## src/rtl/fazyrv_mem_arb.sv

```systemverilog
// fazyrv_mem_arb: shares one Wishbone classic master port between the
// instruction-fetch and load/store requesters, with round-robin tie-breaking
// and an optional bus timeout that aborts a stalled access.
//
// state  | meaning
// IDLE   | no bus cycle; requests are sampled and one is granted
// BUSY_I | bus cycle owned by instruction fetch
// BUSY_D | bus cycle owned by load/store
module fazyrv_mem_arb #(
  parameter int ADR_WIDTH = 32,
  parameter int REG_WIDTH = 32,
  parameter int TIMEOUT   = 0
) (
  input  logic                   clk_i,
  input  logic                   rst_in,

  input  logic                   imem_stb_i,
  input  logic [ADR_WIDTH-1:0]   imem_adr_i,
  output logic                   imem_ack_o,
  output logic [REG_WIDTH-1:0]   imem_rdat_o,

  input  logic                   dmem_stb_i,
  input  logic                   dmem_we_i,
  input  logic [REG_WIDTH/8-1:0] dmem_be_i,
  input  logic [ADR_WIDTH-1:0]   dmem_adr_i,
  input  logic [REG_WIDTH-1:0]   dmem_wdat_i,
  output logic                   dmem_ack_o,
  output logic [REG_WIDTH-1:0]   dmem_rdat_o,

  output logic                   wb_cyc_o,
  output logic                   wb_stb_o,
  output logic                   wb_we_o,
  output logic [REG_WIDTH/8-1:0] wb_sel_o,
  output logic [ADR_WIDTH-1:0]   wb_adr_o,
  output logic [REG_WIDTH-1:0]   wb_dat_o,
  input  logic [REG_WIDTH-1:0]   wb_dat_i,
  input  logic                   wb_ack_i,

  output logic                   tmo_o
);

  localparam int SEL_W  = REG_WIDTH / 8;
  // Keep the counter at least one bit wide so TIMEOUT=0 still elaborates.
  localparam int CNT_W  = (TIMEOUT > 0) ? $clog2(TIMEOUT + 1) : 1;
  localparam bit TMO_EN = (TIMEOUT > 0);
  localparam logic [CNT_W-1:0] CNT_LAST = CNT_W'((TIMEOUT > 0) ? TIMEOUT - 1 : 0);

  localparam logic [1:0] IDLE   = 2'd0;
  localparam logic [1:0] BUSY_I = 2'd1;
  localparam logic [1:0] BUSY_D = 2'd2;

  logic [1:0]           state_q, state_d;
  logic                 last_d_q, last_d_d;
  logic [CNT_W-1:0]     cnt_q, cnt_d;
  logic                 cyc_q, cyc_d;
  logic                 we_q, we_d;
  logic [SEL_W-1:0]     sel_q, sel_d;
  logic [ADR_WIDTH-1:0] adr_q, adr_d;
  logic [REG_WIDTH-1:0] dat_q, dat_d;

  logic busy_i, busy_d, busy;
  logic bus_ack, tmo, done;
  logic grant_d;

  // Completion decode: a real ack always beats a timeout in the same cycle.
  always_comb begin
    busy_i  = (state_q == BUSY_I);
    busy_d  = (state_q == BUSY_D);
    busy    = busy_i | busy_d;
    bus_ack = busy & wb_ack_i;
    tmo     = TMO_EN & busy & ~wb_ack_i & (cnt_q == CNT_LAST);
    done    = bus_ack | tmo;
  end

  assign imem_ack_o  = busy_i & done;
  assign dmem_ack_o  = busy_d & done;
  // Read data is only passed through on a genuine ack; an aborted access returns 0.
  assign imem_rdat_o = bus_ack ? wb_dat_i : '0;
  assign dmem_rdat_o = bus_ack ? wb_dat_i : '0;
  assign tmo_o       = tmo;

  assign wb_cyc_o = cyc_q;
  assign wb_stb_o = cyc_q;
  assign wb_we_o  = we_q;
  assign wb_sel_o = sel_q;
  assign wb_adr_o = adr_q;
  assign wb_dat_o = dat_q;

  // Next-state: arbitrate in IDLE, freeze bus fields while busy, release on ack or timeout.
  always_comb begin
    state_d  = state_q;
    last_d_d = last_d_q;
    cnt_d    = cnt_q;
    cyc_d    = cyc_q;
    we_d     = we_q;
    sel_d    = sel_q;
    adr_d    = adr_q;
    dat_d    = dat_q;
    grant_d  = 1'b0;
    case (state_q)
      IDLE: begin
        if (imem_stb_i | dmem_stb_i) begin
          // On a tie, data wins only if the previous grant was not data.
          grant_d  = dmem_stb_i & (~imem_stb_i | ~last_d_q);
          state_d  = grant_d ? BUSY_D : BUSY_I;
          last_d_d = grant_d;
          cnt_d    = '0;
          cyc_d    = 1'b1;
          if (grant_d) begin
            we_d  = dmem_we_i;
            sel_d = dmem_be_i;
            adr_d = dmem_adr_i;
            dat_d = dmem_wdat_i;
          end else begin
            we_d  = 1'b0;
            sel_d = '1;
            adr_d = imem_adr_i;
          end
        end
      end
      BUSY_I, BUSY_D: begin
        if (done) begin
          state_d = IDLE;
          cyc_d   = 1'b0;
        end else if (TMO_EN) begin
          cnt_d = cnt_q + CNT_W'(1);
        end
      end
      default: begin
        state_d = IDLE;
        cyc_d   = 1'b0;
      end
    endcase
  end

  // State and bus-output registers; reset leaves instruction fetch winning the first tie.
  always_ff @(posedge clk_i or negedge rst_in) begin
    if (!rst_in) begin
      state_q  <= IDLE;
      last_d_q <= 1'b1;
      cnt_q    <= '0;
      cyc_q    <= 1'b0;
      we_q     <= 1'b0;
      sel_q    <= '0;
      adr_q    <= '0;
      dat_q    <= '0;
    end else begin
      state_q  <= state_d;
      last_d_q <= last_d_d;
      cnt_q    <= cnt_d;
      cyc_q    <= cyc_d;
      we_q     <= we_d;
      sel_q    <= sel_d;
      adr_q    <= adr_d;
      dat_q    <= dat_d;
    end
  end

endmodule

```

## config.mk

```make
export PLATFORM = sky130hd
export DESIGN_NAME = fazyrv_mem_arb
export DESIGN_NICKNAME = d
export VERILOG_FILES = /design/src/rtl/fazyrv_mem_arb.sv
export SDC_FILE = /design/constraint.sdc
export NUM_CORES = 1
export LEC_CHECK = 0
export BUFFER_PORTS_ARGS = -buffer_cell sky130_fd_sc_hd__buf_2
export CORE_AREA = 2 2 107 109
export CTS_BUF_LIST = sky130_fd_sc_hd__clkbuf_8
export DETAILED_ROUTE_END_ITERATION = 6
export DIE_AREA = 0 0 109 111
export PLACE_DENSITY_LB_ADDON = 0.2
export SETUP_SLACK_MARGIN = 0.4
export SYNTH_ARGS = -nofsm -noshare
export SYNTH_HDL_FRONTEND = slang
export SYNTH_SLANG_ARGS = --single-unit
```

## constraint.sdc

```tcl
create_clock -name clk_i -period 2 [get_ports clk_i]
set_clock_uncertainty 0.2 [all_clocks]
set_input_delay 0.2 -clock clk_i [delete_from_list [all_inputs] [get_ports clk_i]]
set_output_delay 0.2 -clock clk_i [all_outputs]
set_load 0.1 [all_outputs]
```

Word level (Yosys, flattened, before mapping)
Cells that the tools add are included.
{"block": "classes", "n_mux": 11, "eq_ne": 4, "n_bitwise": 9, "n_reduce_logical": 5}
{"op": "$mux 32", "n": 2}
{"op": "$mux 2", "n": 3}
{"op": "$and 1x1->1", "n": 4}
{"op": "$mux 4", "n": 1}
{"op": "$ne 2x2->1 const B", "n": 2}
{"op": "$pmux 2 s2", "n": 1}
{"op": "$reduce_and 2->1", "n": 2}
{"op": "$mux 1", "n": 3}
{"op": "$or 1x1->1", "n": 3}
{"op": "$reduce_and 3->1", "n": 1}
{"op": "$eq 2x1->1 const B", "n": 1}
{"op": "$eq 2x2->1 const B", "n": 1}
{"op": "$logic_not 2->1", "n": 1}
{"op": "$not 1->1", "n": 2}
{"op": "$pmux 1 s2", "n": 1}
{"op": "$reduce_or 2->1", "n": 1}
{"block": "totals", "ff_bits": 73, "inputBits": 138}

Depth between registers and ports, before layout
{"block": "logic_depth", "ltp_word": 6, "ltp_mapped": 7}

Least setup slack after synthesis
OpenSTA, ideal clock, no wires.
{"block": "synth_timing", "path_kind": "reg2out", "from": "register state_q[0]", "to": "output imem_rdat_o[10]", "t_arrival_ps": 2201, "path_stages_with_launch": 6, "path_slack_ps": -601, "required_ps": 1600, "cell_sequence": "dfrtp_1 inv_1 ha_1 clkbuf_1 and3_1 buf_4"}
{"block": "synth_between", "elab_chain_cells": 4, "elab_cells_between_ends": 5}
{"element": "from (decl)", "line": "52", "text": "logic [1:0] state_q, state_d;"}
{"element": "from (signal assigned)", "line": "148", "text": "state_q <= state_d;"}
{"element": "$eq 2x1->1 or $eq 2x2->1 (tied branches)", "line": "67, 68"}
{"element": "$or 1x1->1 *", "line": "69", "text": "busy = busy_i | busy_d;"}
{"element": "$and 1x1->1 *", "line": "70", "text": "bus_ack = busy & wb_ack_i;"}
{"element": "$mux 32 *"}
{"element": "to (decl)", "line": "20", "text": "output logic [REG_WIDTH-1:0] imem_rdat_o,"}
Every way passes the cells marked *; elsewhere a longest branch is shown, timed or not.

Worst setup path after layout
{"block": "layout_timing", "from": "register state_q[1]", "to": "output imem_rdat_o[3]"}
{"block": "layout_between", "elab_chain_cells": 4, "elab_cells_between_ends": 5}
{"element": "$eq 2x1->1 or $eq 2x2->1 (tied branches)", "line": "67, 68"}
{"element": "$or 1x1->1 *", "line": "69"}
{"element": "$and 1x1->1 *", "line": "70"}
{"element": "$mux 32 *", "line": "78", "text": "assign imem_rdat_o = bus_ack ? wb_dat_i : '0;"}
Marked as above.

==> flow_summary.json <==
{
  "cts.sinks": 73,
  "worstSetupPathType": "register to output port",
  "cts_tree": "yes",
  "slowest_delay_ns": 0.37,
  "hold_violations": 0,
  "clkTransAtPathRegs_ns": 0.08,
  "synth_top_area_frac": 0.511,
  "synthArstFlopShare": 1.00,
  "fp.coreArea_mm2": 0.0111,
  "vias": 4367,
  "synth.avg_cell_area_um2": 10.0,
  "initial_utilization": 0.319,
  "max_freq_ghz": 0.492,
  "clock_latency_ns": 0.35,
  "grt_start_max_net_pins": 74,
  "yosysWarnings": 0,
  "synth-seq-cells": 73,
  "rsz0062_at_grt": "yes",
  "fillCellCount": 637,
  "root_buffer": "clkbuf_8",
  "violations": "setup timing",
  "yosys.cell_types.count": 26,
  "ios": 276,
  "critPathMostFrequentCell": "buf_12",
  "worstPathCellList": "inv_2 -> ha_4 -> buf_12 -> and3_4 -> buf_12",
  "worst_slack_ns": -0.0336,
  "worstPathMaxFanout": 17,
  "gr-total-overflow": 0,
  "rows": 39,
  "yosys_most_used_dff": "dfrtp_1",
  "arrival_ns": 1.63,
  "grt.total_usage": 0.252,
  "hpwlAfterDp_mm": 8.43,
  "setup-violations-final": 65,
  "syn_inst": 352,
  "synth_area_leaders": "dfrtp_1, a21oi_1, mux2_1, buf_4, and3_1",
  "routed_wl_mm": 17.4,
  "worst_ep_required_time_ns": 1.60,
  "antenna_found_initial": 0,
  "die_w_um": 109,
  "cts_made_buffers": 9,
  "drc_errors": 0,
  "min_period_ns": 2.03,
  "die_y_um": 111,
  "fin_crit_sh": 1.02,
  "cp-start-kind": "register",
  "cp-end-kind": "output port",
  "area_growth_pct": 141,
  "seqCellArea_mm2": 0.00183,
  "clockBufferDepth": 2,
  "hold_class": "primary input to async pin",
  "relSlewSlack": 0.634,
  "nets": 869,
  "n_antenna_cell": 0,
  "cap_violations": 0,
  "viasPerCell": 4.99,
  "slew_violations": 0,
  "port_buffers": 274,
  "timing.hold.ws_ns": 0.177,
  "drive_above_1_share": 0.641,
  "cp_slowest_cell": "dfrtp_1",
  "wl_per_cell_um": 19.9,
  "gp_congestion": 0.832,
  "yosysSeqAreaShare": 0.518,
  "htree_num_levels": 3,
  "worst_pin_slew_ns": 0.548,
  "synth_edf_count": 0,
  "syn_nets": 494,
  "status": "finished, violations left",
  "first_iter_violations": 280,
  "first_global_vias": 4591,
  "die-area_mm2": 0.0121,
  "ant_nets": 0,
  "grt_pass1_wl_mm": 23.4,
  "multi_input_area_mm2": 0.00200,
  "firstDrtPassIters": 5,
  "synthesis.area_mm2": 0.00353,
  "yosysTopAreaCell": "dfrtp_1"
}
## registers in the layout (all words and copies together) (netlist names)
name and flops:
last_d_q 1, state_q 2, wb_adr_o 32, wb_cyc_o 1
wb_dat_o 32, wb_sel_o 4, wb_we_o 1
## cell usage after synthesis, types with 2 or more instances
| cell | instances |
|---|---|
| nor2_1 | 33 |
| and3_1 | 33 |
| mux2_2 | 7 |
| dfrtp_1 | 72 |
| buf_4 | 34 |
| clkbuf_1 | 16 |
| buf_2 | 5 |
| buf_1 | 2 |
| ha_1 | 4 |
| inv_1 | 3 |
| mux2_1 | 25 |
| o22a_1 | 4 |
| nand2_1 | 36 |
| mux2i_1 | 2 |
| a21oi_1 | 65 |
## final timing paths
kind	slack (ns)	start	cells after the start	end
max reg2reg	0.02	state_q[1]	10	wb_adr_o[16]
min in group clk_i	0.18	dmem_stb_i	5	last_d_q
max in group asynchronous	1.05	rst_in	3	last_d_q
min	0.18	rst_in	3	wb_adr_o[29]
min reg2reg	0.29	wb_dat_o[19]	1	wb_dat_o[19]
max	-0.03	state_q[1]	5	imem_rdat_o[3]
## through the flow
stage / util / cell area, um2 / worst slack [ns] / cells / TNS [ns]
after floorplan: - / 4150 / 0.136 / 352 / 0
after global routing: 0.769 / 8520 / -0.106 / 875 / -6.51
after CTS: 0.714 / 7910 / -0.0480 / 866 / -2.51
final: 0.769 / 8520 / -0.0336 / 875 / -1.65
after detailed placement: 0.543 / 6020 / 0.170 / 719 / 0
after global placement: 0.543 / 6020 / 0.224 / 719 / 0
## cells by family after synthesis
logic type / Yosys count / share of synthesized area
AO/OA/AOI/OAI: 75 / 0.118
multiplexers: 34 / 0.108
flip-flops: 73 / 0.518
adder cells (fa/ha/maj): 4 / 0.0142
buffers and inverters: 60 / 0.102
other: 1 / 0.00106
AND/OR/NAND/NOR: 105 / 0.139
## area by class of cell
cell class,count,area share
Clock buffer,10,0.0162
Clock inverter,6,0.0106
Inverter,3,0.00132
Multi-Input combinational cell,219,0.235
Sequential cell,73,0.215
Tap cell,143,0.0210
Timing Repair Buffer,421,0.502
## layer usage
| metal | GRT usage | wire length, um | vias up |
|---|---|---|---|
| met3 | 0.0770 | 1570 | 67 |
| met2 | 0.441 | 9170 | 296 |
| li1 | - | - | 1919 |
| met5 | 0 | 0 | - |
| met1 | 0.266 | 5920 | 2085 |
| met4 | 0.130 | 725 | 0 |
## layout by cell type, fill, tap and decap left out, types with 2 or more instances in the layout
cell type        n
buf_12          81
buf_2          188
ha_1             2
nor2_2          11
nand2_1         36
a21oi_1         21
dlygate4sd3_1  102
nor2_4           4
clkbuf_16        3
inv_2            2
ha_4             2
a21oi_4         14
clkbuf_4        20
clkbuf_8        10
mux2i_1          2
buf_16          12
dfrtp_1         71
o22a_1           4
mux2_4          29
and3_4          32
buf_6            6
a21oi_2         30
nor2_1          18
buf_4            9
bufinv_16        2
mux2_1           3
## timing repair
item                                   CTS  global route
pin swaps                               29            36
buffers inserted                        16             7
setup endpoints to repair              137           148
gates resized for setup                 25           129
gates cloned                            13             2
hold buffers                           102             0
endpoints found under the hold margin  142             0
## worst max-delay path: cells and delay by family (launching register included)
family	cells	cell delay, ns
buffers and inverters	3	0.38
flip-flops	1	0.37
AND/OR/NAND/NOR	1	0.23
adder cells (fa/ha/maj)	1	0.29
Power is not shown: default switching activity piles up to over one toggle a cycle in this logic, so the estimate is an artifact.
